**src/rtl/bsg_axil_arb_pkg.sv**
```systemverilog
// Shared definitions for the AXI4-Lite request arbiter.
//   arb_state_e      : transaction sequencer states
//   axi_resp_*_c     : AXI response encodings
//   axil_prot_c      : constant protection attribute driven on AW/AR
//   axi_resp_is_err  : a response is an error when resp[1] is set (SLVERR/DECERR)
package bsg_axil_arb_pkg;

   typedef enum logic [2:0] {
      e_idle,
      e_wr,
      e_wr_resp,
      e_rd,
      e_rd_resp,
      e_resp
   } arb_state_e;

   localparam logic [1:0] axi_resp_okay_c   = 2'b00;
   localparam logic [1:0] axi_resp_exokay_c = 2'b01;
   localparam logic [1:0] axi_resp_slverr_c = 2'b10;
   localparam logic [1:0] axi_resp_decerr_c = 2'b11;

   localparam logic [2:0] axil_prot_c = 3'b000;

   function automatic logic axi_resp_is_err(input logic [1:0] resp);
      return resp[1];
   endfunction

endpackage

```
**src/rtl/bsg_rr_grant.sv**
```systemverilog
// Round-robin priority encoder with its own pointer register.
//   clk_i, reset_i : clock, asynchronous active-high reset (pointer -> 0)
//   en_i           : grant enable; the pointer only advances on an enabled grant
//   req_i          : request vector
//   grant_o        : one-hot grant (first set bit at or after the pointer)
//   grant_id_o     : index of the granted requester
//   grant_v_o      : any request present
module bsg_rr_grant #(
   parameter int num_req_p = 2
) (
   input  logic                         clk_i,
   input  logic                         reset_i,
   input  logic                         en_i,
   input  logic [num_req_p-1:0]         req_i,
   output logic [num_req_p-1:0]         grant_o,
   output logic [$clog2(num_req_p)-1:0] grant_id_o,
   output logic                         grant_v_o
);

   localparam int id_width_lp = $clog2(num_req_p);

   logic [id_width_lp-1:0] ptr_r;

   // NOTE: every output of this block gets a default before the loop, so no
   // path leaves a value unassigned and no latch is inferred.
   always_comb begin
      int idx;
      idx        = 0;
      grant_o    = '0;
      grant_id_o = '0;
      grant_v_o  = 1'b0;
      // Scan from the pointer upward, wrapping past the last requester.
      for (int k = 0; k < num_req_p; k++) begin
         idx = int'(ptr_r) + k;
         if (idx >= num_req_p) idx = idx - num_req_p;
         if (!grant_v_o && req_i[idx]) begin
            grant_v_o    = 1'b1;
            grant_o[idx] = 1'b1;
            grant_id_o   = id_width_lp'(idx);
         end
      end
   end

   // NOTE: sequential state uses non-blocking assignments so every register
   // samples its inputs from the same clock edge.
   always_ff @(posedge clk_i or posedge reset_i) begin
      if (reset_i) begin
         ptr_r <= '0;
      end else if (en_i && grant_v_o) begin
         ptr_r <= (grant_id_o == id_width_lp'(num_req_p - 1)) ? '0 : grant_id_o + 1'b1;
      end
   end

endmodule

```
**src/rtl/bsg_axil_req_arbiter.sv**
```systemverilog
// Shares one AXI4-Lite master port among num_req_p single-beat requesters.
// One transaction is in flight at a time; owners are chosen round-robin.
//   clk_i, reset_i          : clock, asynchronous active-high reset
//   req_v/w/addr/data/mask  : packed per-requester commands (valid/yumi)
//   req_yumi_o              : one-hot, same-cycle command accept
//   resp_v_o/data_o/err_o   : response to the owner (valid/ready)
//   resp_ready_i            : per-requester response ready
//   m_axil_aw/w/b/ar/r      : AXI4-Lite master channels
module bsg_axil_req_arbiter
   import bsg_axil_arb_pkg::*;
#(
   parameter int num_req_p    = 2,
   parameter int addr_width_p = 32,
   parameter int data_width_p = 32
) (
   input  logic                                  clk_i,
   input  logic                                  reset_i,

   input  logic [num_req_p-1:0]                  req_v_i,
   input  logic [num_req_p-1:0]                  req_w_i,
   input  logic [num_req_p*addr_width_p-1:0]     req_addr_i,
   input  logic [num_req_p*data_width_p-1:0]     req_data_i,
   input  logic [num_req_p*(data_width_p/8)-1:0] req_mask_i,
   output logic [num_req_p-1:0]                  req_yumi_o,

   output logic [num_req_p-1:0]                  resp_v_o,
   output logic [data_width_p-1:0]               resp_data_o,
   output logic                                  resp_err_o,
   input  logic [num_req_p-1:0]                  resp_ready_i,

   output logic [addr_width_p-1:0]               m_axil_awaddr_o,
   output logic [2:0]                            m_axil_awprot_o,
   output logic                                  m_axil_awvalid_o,
   input  logic                                  m_axil_awready_i,

   output logic [data_width_p-1:0]               m_axil_wdata_o,
   output logic [data_width_p/8-1:0]             m_axil_wstrb_o,
   output logic                                  m_axil_wvalid_o,
   input  logic                                  m_axil_wready_i,

   input  logic [1:0]                            m_axil_bresp_i,
   input  logic                                  m_axil_bvalid_i,
   output logic                                  m_axil_bready_o,

   output logic [addr_width_p-1:0]               m_axil_araddr_o,
   output logic [2:0]                            m_axil_arprot_o,
   output logic                                  m_axil_arvalid_o,
   input  logic                                  m_axil_arready_i,

   input  logic [data_width_p-1:0]               m_axil_rdata_i,
   input  logic [1:0]                            m_axil_rresp_i,
   input  logic                                  m_axil_rvalid_i,
   output logic                                  m_axil_rready_o
);

   localparam int id_width_lp   = $clog2(num_req_p);
   localparam int strb_width_lp = data_width_p / 8;

   arb_state_e               state_r;
   logic [id_width_lp-1:0]   owner_r;
   logic [addr_width_p-1:0]  addr_r;
   logic [data_width_p-1:0]  data_r;
   logic [strb_width_lp-1:0] strb_r;
   logic [data_width_p-1:0]  resp_data_r;
   logic                     err_r;
   logic                     awvalid_r, wvalid_r, bready_r;
   logic                     arvalid_r, rready_r, resp_v_r;

   logic [num_req_p-1:0]     grant;
   logic [id_width_lp-1:0]   grant_id;
   logic                     grant_v;
   logic                     grant_en;

   logic                     sel_w;
   logic [addr_width_p-1:0]  sel_addr;
   logic [data_width_p-1:0]  sel_data;
   logic [strb_width_lp-1:0] sel_strb;

   logic                     aw_done, w_done, owner_ready;

   // Gating with reset keeps yumi low while reset is held, even if requests are up.
   assign grant_en = (state_r == e_idle) && !reset_i;

   bsg_rr_grant #(.num_req_p(num_req_p)) rr_grant (
      .clk_i      (clk_i),
      .reset_i    (reset_i),
      .en_i       (grant_en),
      .req_i      (req_v_i),
      .grant_o    (grant),
      .grant_id_o (grant_id),
      .grant_v_o  (grant_v)
   );

   assign req_yumi_o = grant & {num_req_p{grant_en}};

   // One-hot grant selects the winner's command slice.
   always_comb begin
      sel_w    = 1'b0;
      sel_addr = '0;
      sel_data = '0;
      sel_strb = '0;
      for (int i = 0; i < num_req_p; i++) begin
         if (grant[i]) begin
            sel_w    = req_w_i[i];
            sel_addr = req_addr_i[i*addr_width_p +: addr_width_p];
            sel_data = req_data_i[i*data_width_p +: data_width_p];
            sel_strb = req_mask_i[i*strb_width_lp +: strb_width_lp];
         end
      end
   end

   always_comb begin
      resp_v_o = '0;
      for (int i = 0; i < num_req_p; i++) begin
         if (owner_r == id_width_lp'(i)) resp_v_o[i] = resp_v_r;
      end
   end

   assign owner_ready = resp_ready_i[owner_r];

   // A channel counts as done once its valid is gone or handshakes this cycle.
   assign aw_done = !awvalid_r || m_axil_awready_i;
   assign w_done  = !wvalid_r  || m_axil_wready_i;

   // NOTE: the latched datapath is reset too, so the AXI address/data outputs
   // read as zero after reset instead of showing stale contents.
   always_ff @(posedge clk_i or posedge reset_i) begin
      if (reset_i) begin
         state_r     <= e_idle;
         owner_r     <= '0;
         addr_r      <= '0;
         data_r      <= '0;
         strb_r      <= '0;
         resp_data_r <= '0;
         err_r       <= 1'b0;
         awvalid_r   <= 1'b0;
         wvalid_r    <= 1'b0;
         bready_r    <= 1'b0;
         arvalid_r   <= 1'b0;
         rready_r    <= 1'b0;
         resp_v_r    <= 1'b0;
      end else begin
         unique case (state_r)
            e_idle: begin
               if (grant_v) begin
                  owner_r <= grant_id;
                  addr_r  <= sel_addr;
                  data_r  <= sel_data;
                  strb_r  <= sel_strb;
                  if (sel_w) begin
                     awvalid_r <= 1'b1;
                     wvalid_r  <= 1'b1;
                     state_r   <= e_wr;
                  end else begin
                     arvalid_r <= 1'b1;
                     state_r   <= e_rd;
                  end
               end
            end
            e_wr: begin
               if (m_axil_awready_i) awvalid_r <= 1'b0;
               if (m_axil_wready_i)  wvalid_r  <= 1'b0;
               if (aw_done && w_done) begin
                  bready_r <= 1'b1;
                  state_r  <= e_wr_resp;
               end
            end
            e_wr_resp: begin
               if (m_axil_bvalid_i) begin
                  bready_r    <= 1'b0;
                  err_r       <= axi_resp_is_err(m_axil_bresp_i);
                  resp_data_r <= '0;
                  resp_v_r    <= 1'b1;
                  state_r     <= e_resp;
               end
            end
            e_rd: begin
               if (m_axil_arready_i) begin
                  arvalid_r <= 1'b0;
                  rready_r  <= 1'b1;
                  state_r   <= e_rd_resp;
               end
            end
            e_rd_resp: begin
               if (m_axil_rvalid_i) begin
                  rready_r    <= 1'b0;
                  err_r       <= axi_resp_is_err(m_axil_rresp_i);
                  resp_data_r <= m_axil_rdata_i;
                  resp_v_r    <= 1'b1;
                  state_r     <= e_resp;
               end
            end
            e_resp: begin
               if (owner_ready) begin
                  resp_v_r <= 1'b0;
                  state_r  <= e_idle;
               end
            end
            default: state_r <= e_idle;
         endcase
      end
   end

   assign resp_data_o      = resp_data_r;
   assign resp_err_o       = err_r;

   assign m_axil_awaddr_o  = addr_r;
   assign m_axil_awprot_o  = axil_prot_c;
   assign m_axil_awvalid_o = awvalid_r;
   assign m_axil_wdata_o   = data_r;
   assign m_axil_wstrb_o   = strb_r;
   assign m_axil_wvalid_o  = wvalid_r;
   assign m_axil_bready_o  = bready_r;
   assign m_axil_araddr_o  = addr_r;
   assign m_axil_arprot_o  = axil_prot_c;
   assign m_axil_arvalid_o = arvalid_r;
   assign m_axil_rready_o  = rready_r;

endmodule

```
**config.mk**
```make
export PLATFORM = sky130hd
export DESIGN_NAME = bsg_axil_req_arbiter
export DESIGN_NICKNAME = d
export VERILOG_FILES = /design/src/rtl/bsg_axil_arb_pkg.sv /design/src/rtl/bsg_rr_grant.sv /design/src/rtl/bsg_axil_req_arbiter.sv
export SDC_FILE = /design/constraint.sdc
export NUM_CORES = 1
export LEC_CHECK = 0
export ABC_AREA = 1
export BUFFER_PORTS_ARGS = -buffer_cell sky130_fd_sc_hd__buf_2
export CELL_PAD_IN_SITES_DETAIL_PLACEMENT = 1
export CELL_PAD_IN_SITES_GLOBAL_PLACEMENT = 1
export CORE_AREA = 4 4 133 148
export CTS_CLUSTER_SIZE = 30
export DETAILED_ROUTE_END_ITERATION = 8
export DIE_AREA = 0 0 137 152
export MAX_ROUTING_LAYER = met4
export PLACE_DENSITY = 0.82
export SKIP_LAST_GASP = 1
export SYNTH_ARGS = -nofsm -noshare
export SYNTH_HDL_FRONTEND = slang
export SYNTH_SLANG_ARGS = --single-unit
```
**constraint.sdc**
```tcl
create_clock -name clk_i -period 4.2 [get_ports clk_i]
set_input_delay 0.21 -clock clk_i [delete_from_list [all_inputs] [get_ports clk_i]]
set_output_delay 0.21 -clock clk_i [all_outputs]
set_load 0.02 [all_outputs]
```
==> results.cfg <==
[clocking]
cts_tree = done
cts-htree-levels = 3
cts.clk_slew.worst_paths_ns = 0.08
insertion_delay_ns = 0.36
cts_root_buf = clkbuf_16
clk_path_buf_depth = 2
cts_made_buffers = 9
cts_sinks = 112

[synthesis]
synth_top_family_by_area = simple AND/OR/NAND/NOR gates
ys_seq_area_share_pct = 51.9
yosysWarningCount = 0
synth-simple-area-share_pct = 35.9
synth-xor-area-share_pct = 0
synth_seq_cells = 112
syn_inst = 668
syn_area_um2 = 5400
synth_mux_area_share_pct = 0
yosysUniqueCellTypes = 26
synthAdderAreaFrac_pct = 0
avgSynthCellArea_um2 = 8.08
synth_compound_area_share_pct = 1.53

[finish]
multi_input_area_um2 = 2040
final_cells = 1187
area_growth_pct = 34.2
layout-drive-gt1-share_pct = 38.5
layout_commonest_cell = buf_2
final_cell_mix = buf_2 (324), nand2_1 (242), nand3_1 (176)
finalNetCount = 1121
finish.utilization_pct = 39.8
final.fill_count = 2357
stdcell_area_um2 = 7240
register_area_um2 = 2800

[grt]
grt_overflow = 0
grt_first_pass_wirelength_um = 30600
antenna_found_initial = 3
grtUsageMet1_pct = 21.2
grt-busiest-layer = met2
grt_pass1_vias = 5733
grt_usage_pct = 19.0
met2_usage_pct = 33.0
grtUsageMet3_pct = 4.83
grt_max_degree = 71

[drt]
drt-total-wl_um = 19800
wl_per_cell_um = 16.7
ant_nets = 0
vias_per_cell = 4.69
drt_iter0_drc = 212
vias = 5562
drt_first_pass_iters = 4
drc = 0

[timing]
post-route-period-util_pct = 62.8
worst_pin_slew_ns = 0.927
rsz0062_at_grt = false
max_slew_margin_pct = 38.2
min_period_ns = 2.64
postLayoutSetupSlackWorst_ns = 1.56
final_hold_viol_count = 0
finClkSkew_ns = 0.0118
finalMaxSlewViolations = 0
timing.fmax_ghz = 0.379
setup_viol = 0
fin_hold_ws_ns = 0.0627
setup_tns_ns = 0

[placement]
place_area_um2 = 6910
hpwl_um = 14800
post-place-ws_ns = 1.52
place_inst = 1167
port_buffers = 324
gp_congestion = 0.831

[worst_hold_path]
min_path_cells = 3
min_path_type = in -> reg

[pwr]
finalPower_mw = 5.65
max-vdd-ir-drop_uv = 282
cellPowerDensity_nw_per_um2 = 781
power_leakage_nw = 4.18

[floorplan]
rows = 52
die_width_um = 137
die_h_um = 152
io_pins = 333
dieArea_um2 = 20800
core_um2 = 18200
start_util_pct = 29.6

[critical_path]
critPathRequiredTime_ns = 4.49
crit_type = reg -> reg
worst_ep_arrival_time_ns = 2.93
ff2ff_path_depth = 8
crit_path_max_fanout = 70
crit_path_end_kind = register
startpoint_type = register

[outcome]
status = completed

[run]
cap_violations = 0
-- worst max-delay path: stages, from the launching register on --
cell	delay, ns
dfrtp_1	0.46
inv_2	0.12
nand2_2	0.07
nor2_4	0.14
nand2_4	0.44
nor2_4	0.79
buf_12	0.31
nand2_1	0.10
nand3_1	0.10
-- synth_stat cells --
cell type	count	share of area, %
nand2_1	242	17
nand3_1	176	16
dfrtp_1	112	52
buf_4	42	5.8
buf_2	16	1.5
clkbuf_1	14	0.97
inv_1	14	0.97
nor2_1	14	0.97
inv_2	8	0.56
o21ai_0	5	0.46
a21oi_1	3	0.28
buf_1	3	0.21
nor2_4	3	0.63
nand2_2	2	0.23
o211ai_1	2	0.28
o22ai_1	2	0.23
buf_6	1	0.21
buf_8	1	0.28
conb_1	1	0.069
nand2_4	1	0.21
nand3_2	1	0.19
nand3_4	1	0.32
nand4_1	1	0.12
nor2_2	1	0.12
o21bai_1	1	0.14
o31ai_1	1	0.14
-- timing repair --
action	CTS	global route
hold endpoints to repair	50	0
buffers inserted	0	0
hold buffers	1	0
gates resized for setup	0	0
-- path summary, 6_finish.rpt --
path                                       end            start  slack [ns]
max                         m_axil_araddr_o[5]       state_r[2]        1.56
min                         m_axil_wdata_o[21]   req_data_i[53]        0.06
max reg2reg                 m_axil_araddr_o[5]       state_r[2]        1.56
min reg2reg                    resp_data_o[15]  resp_data_o[15]        0.47
max in group asynchronous  m_axil_araddr_o[24]          reset_i        2.36
min in group asynchronous   m_axil_wdata_o[28]          reset_i        0.52
-- where the power goes --
group	internal [mW]	leakage, nW	switching [mW]	total (mW)
sequential	1.55	1.44	0.320	1.87
combinational	0.891	2.59	1.98	2.87
clock	0.478	0.150	0.439	0.916
-- registers in the layout, indices dropped and copies added, names as in the netlist --
signal            flops
m_axil_rready_o       1
owner_r               1
m_axil_bready_o       1
rr_grant.ptr_r        1
m_axil_araddr_o      32
resp_v_r              1
m_axil_wvalid_o       1
m_axil_arvalid_o      1
m_axil_wstrb_o        4
state_r               3
m_axil_awvalid_o      1
resp_err_o            1
m_axil_wdata_o       32
resp_data_o          32
-- routing by layer --
metal  part of all wire [%]  wire length, um
met5                      0                0
met2                     50            10000
met3                    8.4             1670
met1                     39             7670
met4                    2.6              506
-- layout make-up --
class / count / area share (%)
sequential: 112 / 38.7
multi-input combinational: 462 / 28.2
timing repair buffer: 329 / 23.3
tap: 243 / 4.20
clock buffer: 9 / 3.11
clock inverter: 7 / 1.19
inverter: 22 / 1.17
antenna: 3 / 0.104
-- cells by family after synthesis --
| group | after synthesis |
|---|---|
| AOI/OAI and AO/OA | 14 |
| other | 1 |
| DFF | 112 |
| and+or+nand+nor | 442 |
| buffers and inverters | 99 |
(Power assumes the default switching activity.)
